## src/rtl/ccp_pkg.sv

```systemverilog
// Shared types and constants for the CCP two-wire symbol link.
package ccp_pkg;

    // Receiver control states.
    typedef enum logic [1:0] {
        WAIT_ZERO = 2'd0,
        ARMED     = 2'd1,
        GAP       = 2'd2
    } ccp_state_e;

    // Legacy-compatible state encodings used by the FSM register.
    localparam logic [1:0] ST_WAIT_ZERO = 2'd0;
    localparam logic [1:0] ST_ARMED     = 2'd1;
    localparam logic [1:0] ST_GAP       = 2'd2;

    // Sample classes, packed as {signalA, signalB}.
    localparam logic [1:0] CCP_IDLE = 2'b00;
    localparam logic [1:0] CCP_SYM0 = 2'b10;
    localparam logic [1:0] CCP_SYM1 = 2'b01;
    localparam logic [1:0] CCP_BOTH = 2'b11;

    // Bit value carried by each symbol line.
    localparam logic SYM_A_BIT = 1'b0;
    localparam logic SYM_B_BIT = 1'b1;

    // Map a symbol class to its data bit.
    function automatic logic class_to_bit(input logic [1:0] cls);
        return (cls == CCP_SYM1) ? SYM_B_BIT : SYM_A_BIT;
    endfunction

endpackage

```

## src/rtl/ccp_sync_debounce.sv

```systemverilog
// Two-flop synchronizers on both CCP lines plus a class-stability counter.
// The class is stable once HOLD_CYCLES consecutive identical samples are seen;
// stable_new marks the single cycle in which a class first becomes stable.
module ccp_sync_debounce
    import ccp_pkg::*;
#(
    parameter int unsigned HOLD_CYCLES = 3
) (
    input  logic       clk,
    input  logic       rst_n,
    input  logic       line_a,
    input  logic       line_b,
    input  logic       clear,
    output logic [1:0] cls,
    output logic       stable,
    output logic       stable_new
);

    localparam int unsigned CW = 4;

    logic           a_s1;
    logic           a_s2;
    logic           b_s1;
    logic           b_s2;
    logic [1:0]     prev_cls;
    logic [CW-1:0]  cnt;
    logic [CW-1:0]  cnt_nxt;
    logic           changed;

    // Synchronize both asynchronous lines into the clock domain.
    always_ff @(posedge clk) begin
        if (!rst_n) begin
            a_s1 <= 1'b0;
            a_s2 <= 1'b0;
            b_s1 <= 1'b0;
            b_s2 <= 1'b0;
        end else begin
            a_s1 <= line_a;
            a_s2 <= a_s1;
            b_s1 <= line_b;
            b_s2 <= b_s1;
        end
    end

    // Count consecutive identical samples, saturating at HOLD_CYCLES.
    always_comb begin
        cls     = {a_s2, b_s2};
        changed = (cls != prev_cls);
        cnt_nxt = cnt;
        if (changed) begin
            cnt_nxt = CW'(1);
        end else if (cnt < CW'(HOLD_CYCLES)) begin
            cnt_nxt = cnt + CW'(1);
        end
        stable     = (cnt_nxt == CW'(HOLD_CYCLES));
        stable_new = stable && (changed || (cnt != CW'(HOLD_CYCLES)));
    end

    // Stability state; clear forces a full re-qualification of the current class.
    always_ff @(posedge clk) begin
        if (!rst_n) begin
            prev_cls <= CCP_IDLE;
            cnt      <= '0;
        end else if (clear) begin
            prev_cls <= cls;
            cnt      <= '0;
        end else begin
            prev_cls <= cls;
            cnt      <= cnt_nxt;
        end
    end

endmodule

```

## src/rtl/ccp_receiver.sv

```systemverilog
// CCP link receiver: accepts return-to-zero symbols on signalA/signalB,
// assembles them LSB-first into words and reports link errors.
module ccp_receiver
    import ccp_pkg::*;
#(
    parameter int unsigned WORD_W         = 8,
    parameter int unsigned HOLD_CYCLES    = 3,
    parameter int unsigned GAP_CYCLES     = 4,
    parameter int unsigned TIMEOUT_CYCLES = 1000
) (
    input  logic              clk,
    input  logic              rst_n,
    input  logic              signalA,
    input  logic              signalB,
    output logic              readySignal,
    output logic [WORD_W-1:0] data_out,
    output logic              data_valid,
    output logic              err_illegal,
    output logic              err_timeout,
    output logic [7:0]        err_count
);

    localparam int unsigned BW = $clog2(WORD_W + 1);
    localparam int unsigned GW = 8;
    localparam int unsigned TW = 16;

    logic [1:0]        cls;
    logic              stable;
    logic              stable_new;
    logic              gap_entry;

    logic [1:0]        state;
    logic [1:0]        state_nxt;
    logic [BW-1:0]     bit_cnt;
    logic [BW-1:0]     bit_cnt_nxt;
    logic [WORD_W-1:0] shreg;
    logic [WORD_W-1:0] shreg_nxt;
    logic [WORD_W-1:0] shreg_bit;
    logic [GW-1:0]     gap_cnt;
    logic [GW-1:0]     gap_cnt_nxt;
    logic [TW-1:0]     idle_cnt;
    logic [TW-1:0]     idle_cnt_nxt;
    logic              ready_nxt;
    logic [WORD_W-1:0] data_out_nxt;
    logic              data_valid_nxt;
    logic              err_illegal_nxt;
    logic              err_timeout_nxt;
    logic [7:0]        err_count_nxt;
    logic              accept;
    logic              err_any;

    ccp_sync_debounce #(
        .HOLD_CYCLES(HOLD_CYCLES)
    ) u_sync_debounce (
        .clk       (clk),
        .rst_n     (rst_n),
        .line_a    (signalA),
        .line_b    (signalB),
        .clear     (gap_entry),
        .cls       (cls),
        .stable    (stable),
        .stable_new(stable_new)
    );

    assign gap_entry = accept || err_any;

    // Next-state and next-output logic for the receive FSM and its counters.
    always_comb begin
        state_nxt       = state;
        bit_cnt_nxt     = bit_cnt;
        shreg_nxt       = shreg;
        gap_cnt_nxt     = gap_cnt;
        idle_cnt_nxt    = idle_cnt;
        data_out_nxt    = data_out;
        data_valid_nxt  = 1'b0;
        err_illegal_nxt = 1'b0;
        err_timeout_nxt = 1'b0;
        err_count_nxt   = err_count;
        accept          = 1'b0;
        err_any         = 1'b0;
        shreg_bit       = shreg | (WORD_W'(class_to_bit(cls)) << bit_cnt);

        case (state)
            ST_WAIT_ZERO: begin
                if (stable && (cls == CCP_IDLE)) begin
                    state_nxt = ST_ARMED;
                end
            end
            ST_ARMED: begin
                if (stable_new) begin
                    if ((cls == CCP_SYM0) || (cls == CCP_SYM1)) begin
                        accept      = 1'b1;
                        state_nxt   = ST_GAP;
                        gap_cnt_nxt = '0;
                        if (bit_cnt == BW'(WORD_W - 1)) begin
                            data_out_nxt   = shreg_bit;
                            data_valid_nxt = 1'b1;
                            bit_cnt_nxt    = '0;
                            shreg_nxt      = '0;
                        end else begin
                            bit_cnt_nxt = bit_cnt + BW'(1);
                            shreg_nxt   = shreg_bit;
                        end
                    end else if (cls == CCP_BOTH) begin
                        err_any         = 1'b1;
                        err_illegal_nxt = 1'b1;
                        state_nxt       = ST_GAP;
                        gap_cnt_nxt     = '0;
                        bit_cnt_nxt     = '0;
                        shreg_nxt       = '0;
                    end
                end
            end
            ST_GAP: begin
                if (gap_cnt == GW'(GAP_CYCLES - 1)) begin
                    state_nxt = ST_WAIT_ZERO;
                end else begin
                    gap_cnt_nxt = gap_cnt + GW'(1);
                end
            end
            default: begin
                state_nxt = ST_WAIT_ZERO;
            end
        endcase

        // Partial-word idle timeout; a same-cycle acceptance or error takes priority.
        if (accept || err_any) begin
            idle_cnt_nxt = '0;
        end else if ((bit_cnt != '0) && (state != ST_GAP)) begin
            if (idle_cnt == TW'(TIMEOUT_CYCLES - 1)) begin
                err_timeout_nxt = 1'b1;
                bit_cnt_nxt     = '0;
                shreg_nxt       = '0;
                idle_cnt_nxt    = '0;
            end else begin
                idle_cnt_nxt = idle_cnt + TW'(1);
            end
        end

        if ((err_illegal_nxt || err_timeout_nxt) && (err_count != 8'hFF)) begin
            err_count_nxt = err_count + 8'd1;
        end

        ready_nxt = (state_nxt != ST_GAP);
    end

    // State, datapath and output registers.
    always_ff @(posedge clk) begin
        if (!rst_n) begin
            state       <= ST_WAIT_ZERO;
            bit_cnt     <= '0;
            shreg       <= '0;
            gap_cnt     <= '0;
            idle_cnt    <= '0;
            readySignal <= 1'b0;
            data_out    <= '0;
            data_valid  <= 1'b0;
            err_illegal <= 1'b0;
            err_timeout <= 1'b0;
            err_count   <= '0;
        end else begin
            state       <= state_nxt;
            bit_cnt     <= bit_cnt_nxt;
            shreg       <= shreg_nxt;
            gap_cnt     <= gap_cnt_nxt;
            idle_cnt    <= idle_cnt_nxt;
            readySignal <= ready_nxt;
            data_out    <= data_out_nxt;
            data_valid  <= data_valid_nxt;
            err_illegal <= err_illegal_nxt;
            err_timeout <= err_timeout_nxt;
            err_count   <= err_count_nxt;
        end
    end

endmodule

```

## config.mk

```make
export PLATFORM = sky130hd
export DESIGN_NAME = ccp_receiver
export DESIGN_NICKNAME = d
export VERILOG_FILES = /design/src/rtl/ccp_pkg.sv /design/src/rtl/ccp_sync_debounce.sv /design/src/rtl/ccp_receiver.sv
export SDC_FILE = /design/constraint.sdc
export NUM_CORES = 1
export LEC_CHECK = 0
export BUFFER_PORTS_ARGS = -buffer_cell sky130_fd_sc_hd__buf_2
export CELL_PAD_IN_SITES_DETAIL_PLACEMENT = 0
export CELL_PAD_IN_SITES_GLOBAL_PLACEMENT = 1
export CORE_AREA = 4 4 111 87
export CTS_CLUSTER_SIZE = 30
export DETAILED_ROUTE_END_ITERATION = 10
export DIE_AREA = 0 0 115 91
export PLACE_DENSITY_LB_ADDON = 0.1
export SLEW_MARGIN = 20
export SYNTH_ARGS = -nofsm -noshare
export SYNTH_HDL_FRONTEND = slang
export SYNTH_HIERARCHICAL = 1
export SYNTH_SLANG_ARGS = --single-unit
export TNS_END_PERCENT = 10
```

## constraint.sdc

```tcl
create_clock -name clk -period 3.7 [get_ports clk]
set_input_delay 0.74 -clock clk [delete_from_list [all_inputs] [get_ports clk]]
set_output_delay 0.74 -clock clk [all_outputs]
set_load 0.005 [all_outputs]
```

# Yosys cells after proc, flatten, opt, wreduce, memory -nomap -nowiden
# Cells that the tools add are included.
# classes
n_lt_le_gt_ge	1
addsub	5
bitwise	2
reduce_logical	16
eq_ne	17
mux	42
shifts	1
# ops
op	n
$mux 8	12
$mux 4	10
$add 16x1->16 const B	1
$add 8x1->8 const B	2
$eq 16x10->1 const B	1
$mux 16	1
$pmux 8 s2	1
$mux 1	12
$reduce_and 4->1	3
$mux 2	5
$add 4x1->4 const B	2
$eq 8x2->1 const B	1
$ne 2x2->1 const B	4
$ne 8x8->1 const B	1
$or 8x8->8	1
$shl 1x4->8	1
$eq 2x2->1 const B	3
$pmux 2 s3	1
$eq 2x1->1 const B	2
$eq 4x2->1 const B	1
$eq 4x3->1 const B	1
$logic_and 1x1->1	4
$logic_not 2->1	2
$logic_or 1x1->1	4
other kinds (8)	8
# word_totals
wordCells	101
input_bits	4
reg_bits	68
out_inout_bits	20

# Depth between registers and ports, before layout
# depth
ltp_word	11
ltp_mapped	11
depth_no_buf	9

# Modules after synthesis
# The synthesis kept the hierarchy.
# modules_own_cells
mod	n_inst	area_each_um2	seq_area_each_um2	cells_each
ccp_receiver	1	2731.4	1161.1	315
ccp_sync_debounce	1	384.1	200.2	36

# Worst setup path after synthesis
# Ideal clock, no wire load.
# synth_path
kind	register to register
start	register u_sync_debounce.cnt[0]
end	register data_out[2]
arrival_ns	2.262
setup_time_ns	0.122
stages_incl_launch_ff	11
synth_period_minus_slack_ns	2.384
required_ns	3.578
slack_ns	1.316
n_path_buf	2
path_cell_list	dfxtp_1 > ha_1 > nor2_1 > nand2_1 > nor4_1 > and4b_1 > or3b_1 > clkbuf_1 > buf_2 > a211oi_1 > nor3_1
# synth_via
elab_chain_cells	6
elab_cells_between_ends	9
classes_between	add/sub (1); order compare (1); eq/ne (2); mux (2); reduce/logical (3)
# synth_lines
element	line	rtl
start, declared	ccp_sync_debounce.sv:26	logic [CW-1:0] cnt;
start signal, assigned	ccp_sync_debounce.sv:69	cnt <= cnt_nxt;
$add 4x1->4 / $lt 4x2->1 (equally long branches)	ccp_sync_debounce.sv:53, ccp_sync_debounce.sv:52	
$mux 4	ccp_sync_debounce.sv:52	end else if (cnt < CW'(HOLD_CYCLES)) begin
$mux 4	ccp_sync_debounce.sv:50	if (changed) begin
$eq 4x2->1	ccp_sync_debounce.sv:55	stable = (cnt_nxt == CW'(HOLD_CYCLES));
$logic_and 1x1->1 *	ccp_sync_debounce.sv:56	stable_new = stable && (changed || (cnt != CW'(HOLD_CYCLES)));
via stable_new	ccp_receiver.sv:29	logic stable_new;
$reduce_and 4->1 (no line) *	-	
end signal, assigned	ccp_receiver.sv:168	data_out <= data_out_nxt;
end, declared	ccp_receiver.sv:16	output logic [WORD_W-1:0] data_out,
# Mark *: on every way through the listed nets, which the timed path passes. The rest lies on a longest branch.
# A chain may end at the register's enable or synchronous reset.

# Worst setup path after layout
# Ends and elaborated chain as after synthesis.

==> flow_summary.toml <==
[timing]
clock_skew_ns = 0.00484
hold_viol = 0
rsz0062_at_grt = "no"
min_period_over_period_pct = 74.3
setup_violations = 0
fmax_mhz = 364
holdWs_ns = 0.430
slew_violations = 0
worst_pin_slew_ns = 0.719
layout_min_cycle_time_ns = 2.75
setup_tns_ns = 0
layout_setup_ws_ns = 0.950
relSlewSlack_pct = 51.9

[global_routing]
grt_pass1_wl_um = 11500
grt_pass1_vias = 2300
antenna_found_initial = 0
grt_usage_pct = 13.7
grt_max_degree = 18
grt-ovfl-total = 0

[floorplanning]
die_w_um = 115
ios = 24
dieHeight_um = 91
start_util_pct = 37.0
row_count = 29
design.die.area_um2 = 10500
core_um2 = 8420

[synth]
synth_edf_count = 0
ys_types = 56
async_flop_share_pct = 0
synth_seq_cells = 68
netlist_area_um2 = 3120
yosysTopAreaCellShare_pct = 43.7
mappedNetlistNets = 365
synth_most_common_cell = "dfxtp_1"
synth-seq-area-share_pct = 43.7
synth_area_leaders = "dfxtp_1, nor2_1, xnor2_1, ha_1, nand2_1"
yosysTopAreaCell = "dfxtp_1"
synth_common_cells = "dfxtp_1, nor2_1, nand2_1, xnor2_1"
ys_warn_count = 6
synthFlopType = "dfxtp_1"
syn-instance-count = 351
synth.avg_cell_area_um2 = 8.88

[placed_design]
gp_congestion = 0.760
dpl.cell_count = 473
placed_area_um2 = 3320
dp_hpwl_um = 4590
port_buffers = 23
dp_slack_ns = 0.970

[clock_network]
cts_max_path_buffers = 2
clk_latency_ns = 0.33
hold_buffers = 0
cts-root-buf = "clkbuf_16"
cts_tree = "done"
cts.clk_slew.worst_paths_ns = 0.05
cts_resized = 0
htreeDepth = 3
cts.sinks = 68
postCtsSetupBuffers = 0
cts_buffers = 9

[run_status]
status = "complete, no violations"

[power_and_ir_drop]
ir_drop_mv = 0.314
p_seq_share_pct = 42.3
finalPower_mw = 1.77
internal_power_mw = 1.42
pwr-share-clk_pct = 54.6
p_leak_nw = 1.39
switching_share_pct = 19.9
power.density_nw_per_um2 = 485
p_switching_uw = 352
comb_power_share_pct = 3.1

[flow_run]
maxCapViolCount = 0

[routing]
wl_met3_um = 255
vias_per_cell = 5.00
met2WireLength_um = 2930
drtIter0Drc = 119
postRouteAntennaNets = 0
first_pass_iters = 4
dr.max_layer_used = "met4"
wl_met1_um = 3400
dr_total_vias = 2447
drt_wl_total_um = 6620
drc = 0
wl_per_cell_um = 13.5

[cells_and_area]
final_nets = 390
drive_gt1_share_pct = 13.1
n_fill_cell = 842
multi_input_comb_area_um2 = 1650
fin_util_pct = 43.3
diodes = 0
ff_latch_area_um2 = 1360
fin_area_um2 = 3650
area_growth_pct = 17.1
fin_cells = 489

[setup_path]
required_ns = 3.89
worstPathArrival_ns = 2.95
crit_path_end_kind = "flop"
worstPathMaxFanout = 17
crit_path_start_kind = "flop"
worst-setup-path-type = "flop to flop"

[min_path]
holdCritPathClass = "flop to flop"
-- layer usage --
layer / vias to the layer above / track usage [%]
li1: 1282 / -
met2: 37 / 19.3
met5: - / 0
met4: 0 / 4.50
met1: 1126 / 19.3
met3: 2 / 5.32
-- placed cells by master (no fill, tap or decap), drive strengths merged, types with 7 or more instances in the layout --
master / instances
nand3: 8
xnor2: 19
mux2i: 7
inv: 11
ha: 10
dfxtp: 68
nand4: 7
and2: 9
nor2: 58
a22oi: 7
nor3: 16
buf: 25
o21ai: 9
clkbuf: 11
nand2: 24
nor2b: 11
nor4: 7
a21oi: 16
-- sequential cells by signal, indices dropped and copies added, names as in the netlist, 2 cells and up --
name	flops
idle_cnt	16
data_out	8
err_count	8
gap_cnt	8
shreg	8
bit_cnt	4
u_sync_debounce/cnt	4
state	2
u_sync_debounce/prev_cls	2
-- critical path, stage by stage, from the launching register on --
cell,delay (ns)
dfxtp_1,0.34
ha_1,0.24
nor2_1,0.12
nand2_1,0.07
nor4_1,0.41
and4b_1,0.39
or3b_1,0.63
a211oi_1,0.35
nor3_1,0.07
-- logic make-up after synthesis --
group / count (synthesis) / share of synthesized area, %
and+or+nand+nor: 171 / 29.6
DFF: 68 / 43.7
AOI/OAI and AO/OA: 48 / 9.96
xor gates and xnor gates: 24 / 6.75
buffers and inverters: 22 / 3.41
adders and majority gates: 10 / 4.02
muxes: 8 / 2.61
-- area by class of cell --
class / instances / area share, %
clock buffer: 11 / 6.38
clock inverter: 5 / 2.74
inverter: 11 / 1.13
multi-input combinational: 261 / 45.2
sequential: 68 / 37.3
tap: 108 / 3.70
timing repair buffer: 25 / 3.57
-- power by group through the flow --
| stage | logic (mW) | clock network, mW | registers (mW) |
|---|---|---|---|
| 3_5_place_dp | 0.0564 | 0 | 0.765 |
| 2_1_floorplan | 0.0428 | 0 | 0.762 |
| 4_1_cts | 0.0565 | 0.996 | 0.749 |
| 3_3_place_gp | 0.0573 | 0 | 0.764 |
| 6_report | 0.0549 | 0.967 | 0.749 |
| 5_1_grt | 0.0637 | 1.03 | 0.750 |
-- worst paths after layout --
| path | slack (ns) | start | end | cells past startpoint |
|---|---|---|---|---|
| worst max-delay path | 0.95 | u_sync_debounce/cnt[0]$_SDFF_PP0_ | data_out[2]$_SDFFE_PN0P_ | 8 |
| worst min-delay path | 0.43 | u_sync_debounce/a_s1$_SDFF_PN0_ | u_sync_debounce/a_s2$_SDFF_PN0_ | 1 |
| worst max register to register | 0.95 | u_sync_debounce/cnt[0]$_SDFF_PP0_ | data_out[2]$_SDFFE_PN0P_ | 8 |
| worst min register to register | 0.43 | u_sync_debounce/a_s1$_SDFF_PN0_ | u_sync_debounce/a_s2$_SDFF_PN0_ | 1 |
No activity file was read; power rests on OpenSTA's default activity.
